## src/rtl/register_file_bank.sv

```systemverilog
// register_file_bank: general-purpose register file with one write port and
// two registered read ports. After every reset a clear sequencer walks the
// whole array writing zero before the bank reports ready.
// Optional macro REGFILE_WRITE_BYPASS_EN forwards same-cycle write data to a
// read port addressing the register being written; without it reads return
// the pre-write value.
module register_file_bank #(
    parameter int NUM_REGS   = 32,
    parameter int ADDR_WIDTH = 5,
    parameter int DATA_WIDTH = 32
) (
    input  logic                  clk,
    input  logic                  rst_n,
    input  logic [ADDR_WIDTH-1:0] write_address,
    input  logic [DATA_WIDTH-1:0] write_data,
    input  logic                  write_enable,
    input  logic [ADDR_WIDTH-1:0] read_reg_0,
    input  logic [ADDR_WIDTH-1:0] read_reg_1,
    output logic [DATA_WIDTH-1:0] read_data_0,
    output logic [DATA_WIDTH-1:0] read_data_1,
    output logic                  ready,
    output logic                  write_dropped
);

    // Array index width; the upper address bits only matter for range checks.
    localparam int IDX_W = (NUM_REGS > 1) ? $clog2(NUM_REGS) : 1;
    localparam logic [ADDR_WIDTH:0] LAST_IDX  = (ADDR_WIDTH + 1)'(NUM_REGS - 1);
    localparam logic [ADDR_WIDTH:0] REG_COUNT = (ADDR_WIDTH + 1)'(NUM_REGS);

    typedef enum logic {ST_CLEAR, ST_READY} state_t;

    state_t                state_reg, state_next;
    logic [ADDR_WIDTH:0]   clear_idx_reg, clear_idx_next;
    logic                  write_dropped_reg, write_dropped_next;

    logic [DATA_WIDTH-1:0] mem [NUM_REGS];
    logic                  mem_we;
    logic [IDX_W-1:0]      mem_waddr;
    logic [DATA_WIDTH-1:0] mem_wdata;

    logic                  write_in_range;
    logic [ADDR_WIDTH-1:0] read_idx [2];
    logic [DATA_WIDTH-1:0] read_data_reg [2];

    assign write_in_range = ({1'b0, write_address} < REG_COUNT);
    assign read_idx[0]    = read_reg_0;
    assign read_idx[1]    = read_reg_1;

    // State register: sequencer state, clear pointer and drop flag.
    always_ff @(posedge clk or negedge rst_n) begin
        if (!rst_n) begin
            state_reg         <= ST_CLEAR;
            clear_idx_reg     <= '0;
            write_dropped_reg <= 1'b0;
        end else begin
            state_reg         <= state_next;
            clear_idx_reg     <= clear_idx_next;
            write_dropped_reg <= write_dropped_next;
        end
    end

    // Next state: CLEAR walks every index once, READY holds until reset.
    always_comb begin
        state_next     = state_reg;
        clear_idx_next = clear_idx_reg;
        case (state_reg)
            ST_CLEAR: begin
                clear_idx_next = clear_idx_reg + 1'b1;
                if (clear_idx_reg == LAST_IDX) begin
                    state_next = ST_READY;
                end
            end
            ST_READY: begin
                state_next = ST_READY;
            end
            default: begin
                state_next     = ST_CLEAR;
                clear_idx_next = '0;
            end
        endcase
    end

    // Outputs of the FSM: select the single array write and flag dropped writes.
    always_comb begin
        mem_we             = 1'b0;
        mem_waddr          = write_address[IDX_W-1:0];
        mem_wdata          = write_data;
        write_dropped_next = 1'b0;
        if (state_reg == ST_READY) begin
            mem_we             = write_enable && write_in_range;
            write_dropped_next = write_enable && !write_in_range;
        end else begin
            // The clear write owns the port; any core write is discarded.
            mem_we             = 1'b1;
            mem_waddr          = clear_idx_reg[IDX_W-1:0];
            mem_wdata          = '0;
            write_dropped_next = write_enable;
        end
    end

    // Array write port; contents are deliberately not reset.
    always_ff @(posedge clk) begin
        if (mem_we) begin
            mem[mem_waddr] <= mem_wdata;
        end
    end

    generate
        for (genvar gi = 0; gi < 2; gi++) begin : g_read_port
            logic                  rd_in_range;
            logic [DATA_WIDTH-1:0] rd_next;

            assign rd_in_range = ({1'b0, read_idx[gi]} < REG_COUNT);

            // Read mux: zero when not ready or out of range, optional forwarding.
            always_comb begin
                rd_next = '0;
                if (state_reg == ST_READY && rd_in_range) begin
                    rd_next = mem[read_idx[gi][IDX_W-1:0]];
`ifdef REGFILE_WRITE_BYPASS_EN
                    if (write_enable && write_in_range && (read_idx[gi] == write_address)) begin
                        rd_next = write_data;
                    end
`endif
                end
            end

            // Registered read data, cleared by reset.
            always_ff @(posedge clk or negedge rst_n) begin
                if (!rst_n) begin
                    read_data_reg[gi] <= '0;
                end else begin
                    read_data_reg[gi] <= rd_next;
                end
            end
        end
    endgenerate

    assign read_data_0   = read_data_reg[0];
    assign read_data_1   = read_data_reg[1];
    assign ready         = (state_reg == ST_READY);
    assign write_dropped = write_dropped_reg;

endmodule

```

## config.mk

```make
export PLATFORM = sky130hd
export DESIGN_NAME = register_file_bank
export DESIGN_NICKNAME = d
export VERILOG_FILES = /design/src/rtl/register_file_bank.sv
export SDC_FILE = /design/constraint.sdc
export NUM_CORES = 1
export LEC_CHECK = 0
export BUFFER_PORTS_ARGS = -buffer_cell sky130_fd_sc_hd__buf_2
export CORE_ASPECT_RATIO = 1.25
export CORE_MARGIN = 2
export CORE_UTILIZATION = 50
export CTS_CLUSTER_SIZE = 20
export DETAILED_ROUTE_END_ITERATION = 8
export GPL_TIMING_DRIVEN = 0
export PLACE_DENSITY_LB_ADDON = 0.15
export SLEW_MARGIN = 10
export SYNTH_ARGS = -nofsm -noshare
export SYNTH_HDL_FRONTEND = slang
export SYNTH_SLANG_ARGS = --single-unit
```

## constraint.sdc

```tcl
create_clock -name clk -period 4.43 [get_ports clk]
set_input_delay 0.443 -clock clk [delete_from_list [all_inputs] [get_ports clk]]
set_output_delay 0.443 -clock clk [all_outputs]
set_load 0.01 [all_outputs]
```

# After elaboration in Yosys (flattened, before gate mapping)
# Memory sizes are Yosys's and may differ from the RTL's.
# Index checks and enable logic that the tools add are counted.
# op_classes
mux	10
bitwise_logic	1
addsub	1
eq_ne	1
# ops
op	n
32-bit two-way mux	3
6-bit by 1-bit adder with 6-bit output (second input constant)	1
6-bit by 5-bit == test with 1-bit output (second input constant)	1
1-bit two-way mux	5
5-bit two-way mux	1
1-bit case mux with 2 select lines	1
1-bit NOT	1
# totals
ram_bits	1024
word_cells	19
ff_bits	72
mem_count	1
out_inout_bits	66
inputBits	50
# memory_table
memory	words	word_bits	rd	rd_ports_with_merged_regs	wr	line_no	rtl
mem	32	32	2	0	1	36	logic [DATA_WIDTH-1:0] mem [NUM_REGS];

# Depth between registers and ports, before layout
# logic_depth
word_depth	3
mapped_depth	8
depth_no_buf	4

# Worst setup path after synthesis
# No wires, ideal clock.
# synth_path
path_type	register to register
start	reg state_reg (netlist: ready)
end	mem mem[24][0] (enable)
period_less_slack_ps	3125
arrival_ps	2704
setup_time_ps	421
path_stages_with_launch	7
slack_ps	1305
required_time_ps	4009
n_path_buf	2
cell_sequence	dfrtp_1 -> clkbuf_1 -> buf_1 -> nand2_1 -> o22ai_1 -> nand2_1 -> nor2_1
# synth_between
elab_chain_len	3
elab_cells_between_ends	4
classes_between	mux: 4
# synth_lines
element	line_no	rtl
from (decl)	32	state_t state_reg, state_next;
from (signal assigned)	56	state_reg <= state_next;
1-bit two-way mux	89	if (state_reg == ST_READY) begin
1-bit two-way mux	103	if (mem_we) begin
1-bit two-way mux (not written as such)	104	mem[mem_waddr] <= mem_wdata;
to (decl)	36	
# Several ways; a longest one is shown, not always the timed one.

# Worst setup path in the final report
# layout_path
start	reg state_reg (netlist: ready)
end	mem mem[0][8], data pin
# layout_between
elab_chain_len	1
# layout_lines
element	line_no	rtl
32-bit two-way mux	89	
via mem_wdata[8]	39	logic [DATA_WIDTH-1:0] mem_wdata;
# The timed path passes the listed nets, and every way through them passes these cells.

==> metrics <==
clock sink total around 1.1k; count of warnings emitted by yosys 0; Worst EP arrival ~4 ns; met2 global-route usage 54.1%; unrepaired setup endpoints after global routing false; Worst-path clk slew approximately 0.060 ns; worst setup path start ready; count of vias placed by the detailed router roughly 30k; initial core utilization 50.2%; number of global-route vias before repair just over 30k; Sw Pwr 0.00531 W; DIE WIDTH ~290 um; final-stage net count approximately 2.8k; outcome completed; clock buffers created by TritonCTS about 110; initial antenna violation count 3; placer congestion estimate about 0.9; number of DRC violations after detailed-routing iteration 0 between 3k and 4k; fraction of power spent switching nets a little under a quarter; final cycle utilization of the critical path a little over four fifths; mapped cell area ~50000 sq um; Top reg by flops mem; post-synthesis sequential area ratio approximately two thirds; total wire length after detailed routing between 150000 and 200000 um; vias per std cell 7.15; reg-to-reg setup timing slack 0.68 ns; global router's overall resource usage 33.3%; Core Rows about 130; dominant synthesized flop cell sky130_fd_sc_hd__edfxtp_1; number of enable flip-flop cells after synthesis approximately 1.0k; reg-to-reg startpoint ready; type of origin of the critical path flip-flop; total internal power approximately 0.017 W; endpoints failing hold 0; GRT met3 Usage 8.67%; Total Power Consumption around 0.023 W; crit path max fanout 32; number of H-tree levels 3; global routing's busiest layer met2; proportion of power drawn by the clock network roughly two fifths; layout cell share with drive strength beyond 1 a little under two fifths; max-slew headroom at the worst pin 3.49%; post-route minimum period between 3 and 4 ns; total of flip-flops plus latches after synthesis ~1.1k; maximum clock skew at final layout about 0.033 ns; Critical Path Slowest Stage Cell sky130_fd_sc_hd__and2_1; clock tree from TritonCTS built; cell area power density just over 400 nW/um^2; setup-violating endpoint count in the final report 0; leading cell type in the layout, fill and taps excluded sky130_fd_sc_hd__edfxtp_1; commonest cells after routing, fill and taps aside 1024 x sky130_fd_sc_hd__edfxtp_1, 448 x sky130_fd_sc_hd__mux4_2, 186 x sky130_fd_sc_hd__buf_2; Detailed Place HPWL 115000 um; num ports 116; P&R area growth vs syn 14.4%; maximum number of pins on one net before global-route repair 52; Leakage ~18 nW; number of max-slew violations in the final report 0; Die Ht 356 um; Ant. Diodes 0; Routed Antenna Nets 0; number of cells produced by synthesis 2472; number of distinct library cells after synthesis between 40 and 50; part of the power in registers 50.3%; cell repeated most along the worst path sky130_fd_sc_hd__clkbuf_1; number of nets in the synthesized netlist around 2.5k; Routed WL per cell between 40 and 50 um; number of cells traversed by the worst register-to-register path 4; clock network latency to the later pin of the worst-skew pair 0.70 ns; Max Root-Sink Buffers 3; gr ovfl total 0; global-route wire length before repair 231000 um; number of flip-flops in the largest register approximately 1.0k; worst hold path type input pin to asynchronous set/reset pin; met1 routing resource usage after global routing between 40% and 50%; pin slew with the least headroom to its limit 1.45 ns; asr flop ratio synth 6.57%; # DRC 0; Root Buffer Master sky130_fd_sc_hd__clkbuf_16; Achievable Freq ~0.27 GHz; area of the core 98600 sq um; combinational power share under 10%; Post-Syn Area per Cell 20.0 sq um; Setup Crit Path Kind flip-flop to flip-flop; number of instances resized during post-cts repair 0; Crit Reg-Reg Endpoint mem[0][8]; Critical Path Sink Type flip-flop; area enclosed by the die boundary about 100000 sq um; worst path required time ~4.7 ns; port buffer count roughly 110; worst supply voltage drop on vdd between 0.3 and 0.4 mV; crit path to mem[0][8]; critical path's largest stage delay 1.14 ns; placed instance count approximately 4k; ordered list of cells on the worst path clkbuf_1 -> clkbuf_1 -> clkbuf_1 -> and2_1; number of violations of the max-capacitance limit 0; final non-filler cell total ~4.1k; first-pass iteration count of the detailed router 6
-- how the worst min path moves through the flow --
stage | to | cells after the start
after global routing | read_data_1[22] | 2
after floorplan | clear_idx_reg[0] | 0
after CTS | read_data_0[22] | 2
after global placement | clear_idx_reg[5] | 1
final | read_data_1[29] | 2
after detailed placement | read_data_1[20] | 1
-- per-stage QoR --
step / instance area, sq um / hold slack, ns / utilization [%] / setup slack [ns] / TNS, ns
final: 56700 / 0.191 / 57.5 / 0.684 / 0
after global routing: 56700 / 0.211 / 57.5 / 0.599 / 0
after CTS: 56600 / 0.174 / 57.4 / 0.776 / 0
after detailed placement: 53100 / 0.355 / 53.8 / 0.790 / 0
after global placement: 51700 / 0.463 / 52.4 / -1.04 / -840.06
after floorplan: 49500 / 0.147 / - / 1.31 / 0
-- synthesized netlist by cell type, types with 6 or more instances --
library cell                   n  area [sq um]
sky130_fd_sc_hd__a221oi_1     45           394
sky130_fd_sc_hd__a22oi_1      64           480
sky130_fd_sc_hd__a31oi_1      65           407
sky130_fd_sc_hd__and2_1       33           206
sky130_fd_sc_hd__buf_2        80           400
sky130_fd_sc_hd__buf_4        33           248
sky130_fd_sc_hd__buf_6         6          67.6
sky130_fd_sc_hd__clkbuf_1     77           289
sky130_fd_sc_hd__dfrtp_1      72          1800
sky130_fd_sc_hd__edfxtp_1   1024         30700
sky130_fd_sc_hd__inv_1         6          22.5
sky130_fd_sc_hd__mux2_2      129          1450
sky130_fd_sc_hd__mux2i_1     128          1280
sky130_fd_sc_hd__mux4_2      448         10100
sky130_fd_sc_hd__nand2_1      51           191
sky130_fd_sc_hd__nor2_1       41           154
sky130_fd_sc_hd__nor2b_1       7          43.8
sky130_fd_sc_hd__o2111ai_1    19           166
sky130_fd_sc_hd__o21ai_0      36           180
sky130_fd_sc_hd__o21ai_1       9          45.0
sky130_fd_sc_hd__o221ai_1     62           543
-- critical path, delay by kind of cell, from the launching register on --
kind / cells / cell delay [ns]
and+or+nand+nor: 1 / 1.14
DFF: 1 / 0.35
buffers and inverters: 3 / 1.82
-- power by group through the flow --
| stage | sequential (W) | clock [W] | combinational, W |
|---|---|---|---|
| 6_report | 0.0115 | 0.00931 | 0.00203 |
| 4_1_cts | 0.0115 | 0.00936 | 0.00199 |
| 3_5_place_dp | 0.0117 | 0 | 0.00198 |
| 5_1_grt | 0.0115 | 0.00977 | 0.00208 |
| 2_1_floorplan | 0.0117 | 0 | 0.00109 |
| 3_3_place_gp | 0.0117 | 0 | 0.00190 |
-- what timing repair did --
item                                   4_1_cts  5_1_grt
hold buffers                                 2        0
buffers inserted                             0        0
endpoints found under the hold margin       39        0
-- kinds of logic after synthesis --
group                    count (synthesis)  synth area share (%)
multiplexers                           705                  25.9
AO/OA/AOI/OAI                          312                  4.68
AND/OR/NAND/NOR                        144                  1.35
buffers and inverters                  209                  2.27
adder cells (fa/ha/maj)                  1                0.0253
XOR/XNOR                                 5                0.0884
flip-flops                            1096                  65.7
-- layout make-up --
cell class	instances	area, sq um
fillers	7222	42000
flip-flops and latches	1096	32600
multi-input cells	1167	16100
clock buffers	149	3100
repair buffers	159	1640
well taps	1310	1640
plain buffers	203	1100
clock inverters	51	458
inverters	6	22.5
-- layer usage --
metal,part of all wire [%],up-vias
met3,11,494
li1,-,11300
met1,34,15700
met4,6.0,6
met2,49,2160
met5,0.021,-
Note: power is estimated with default switching activity, not from simulation.
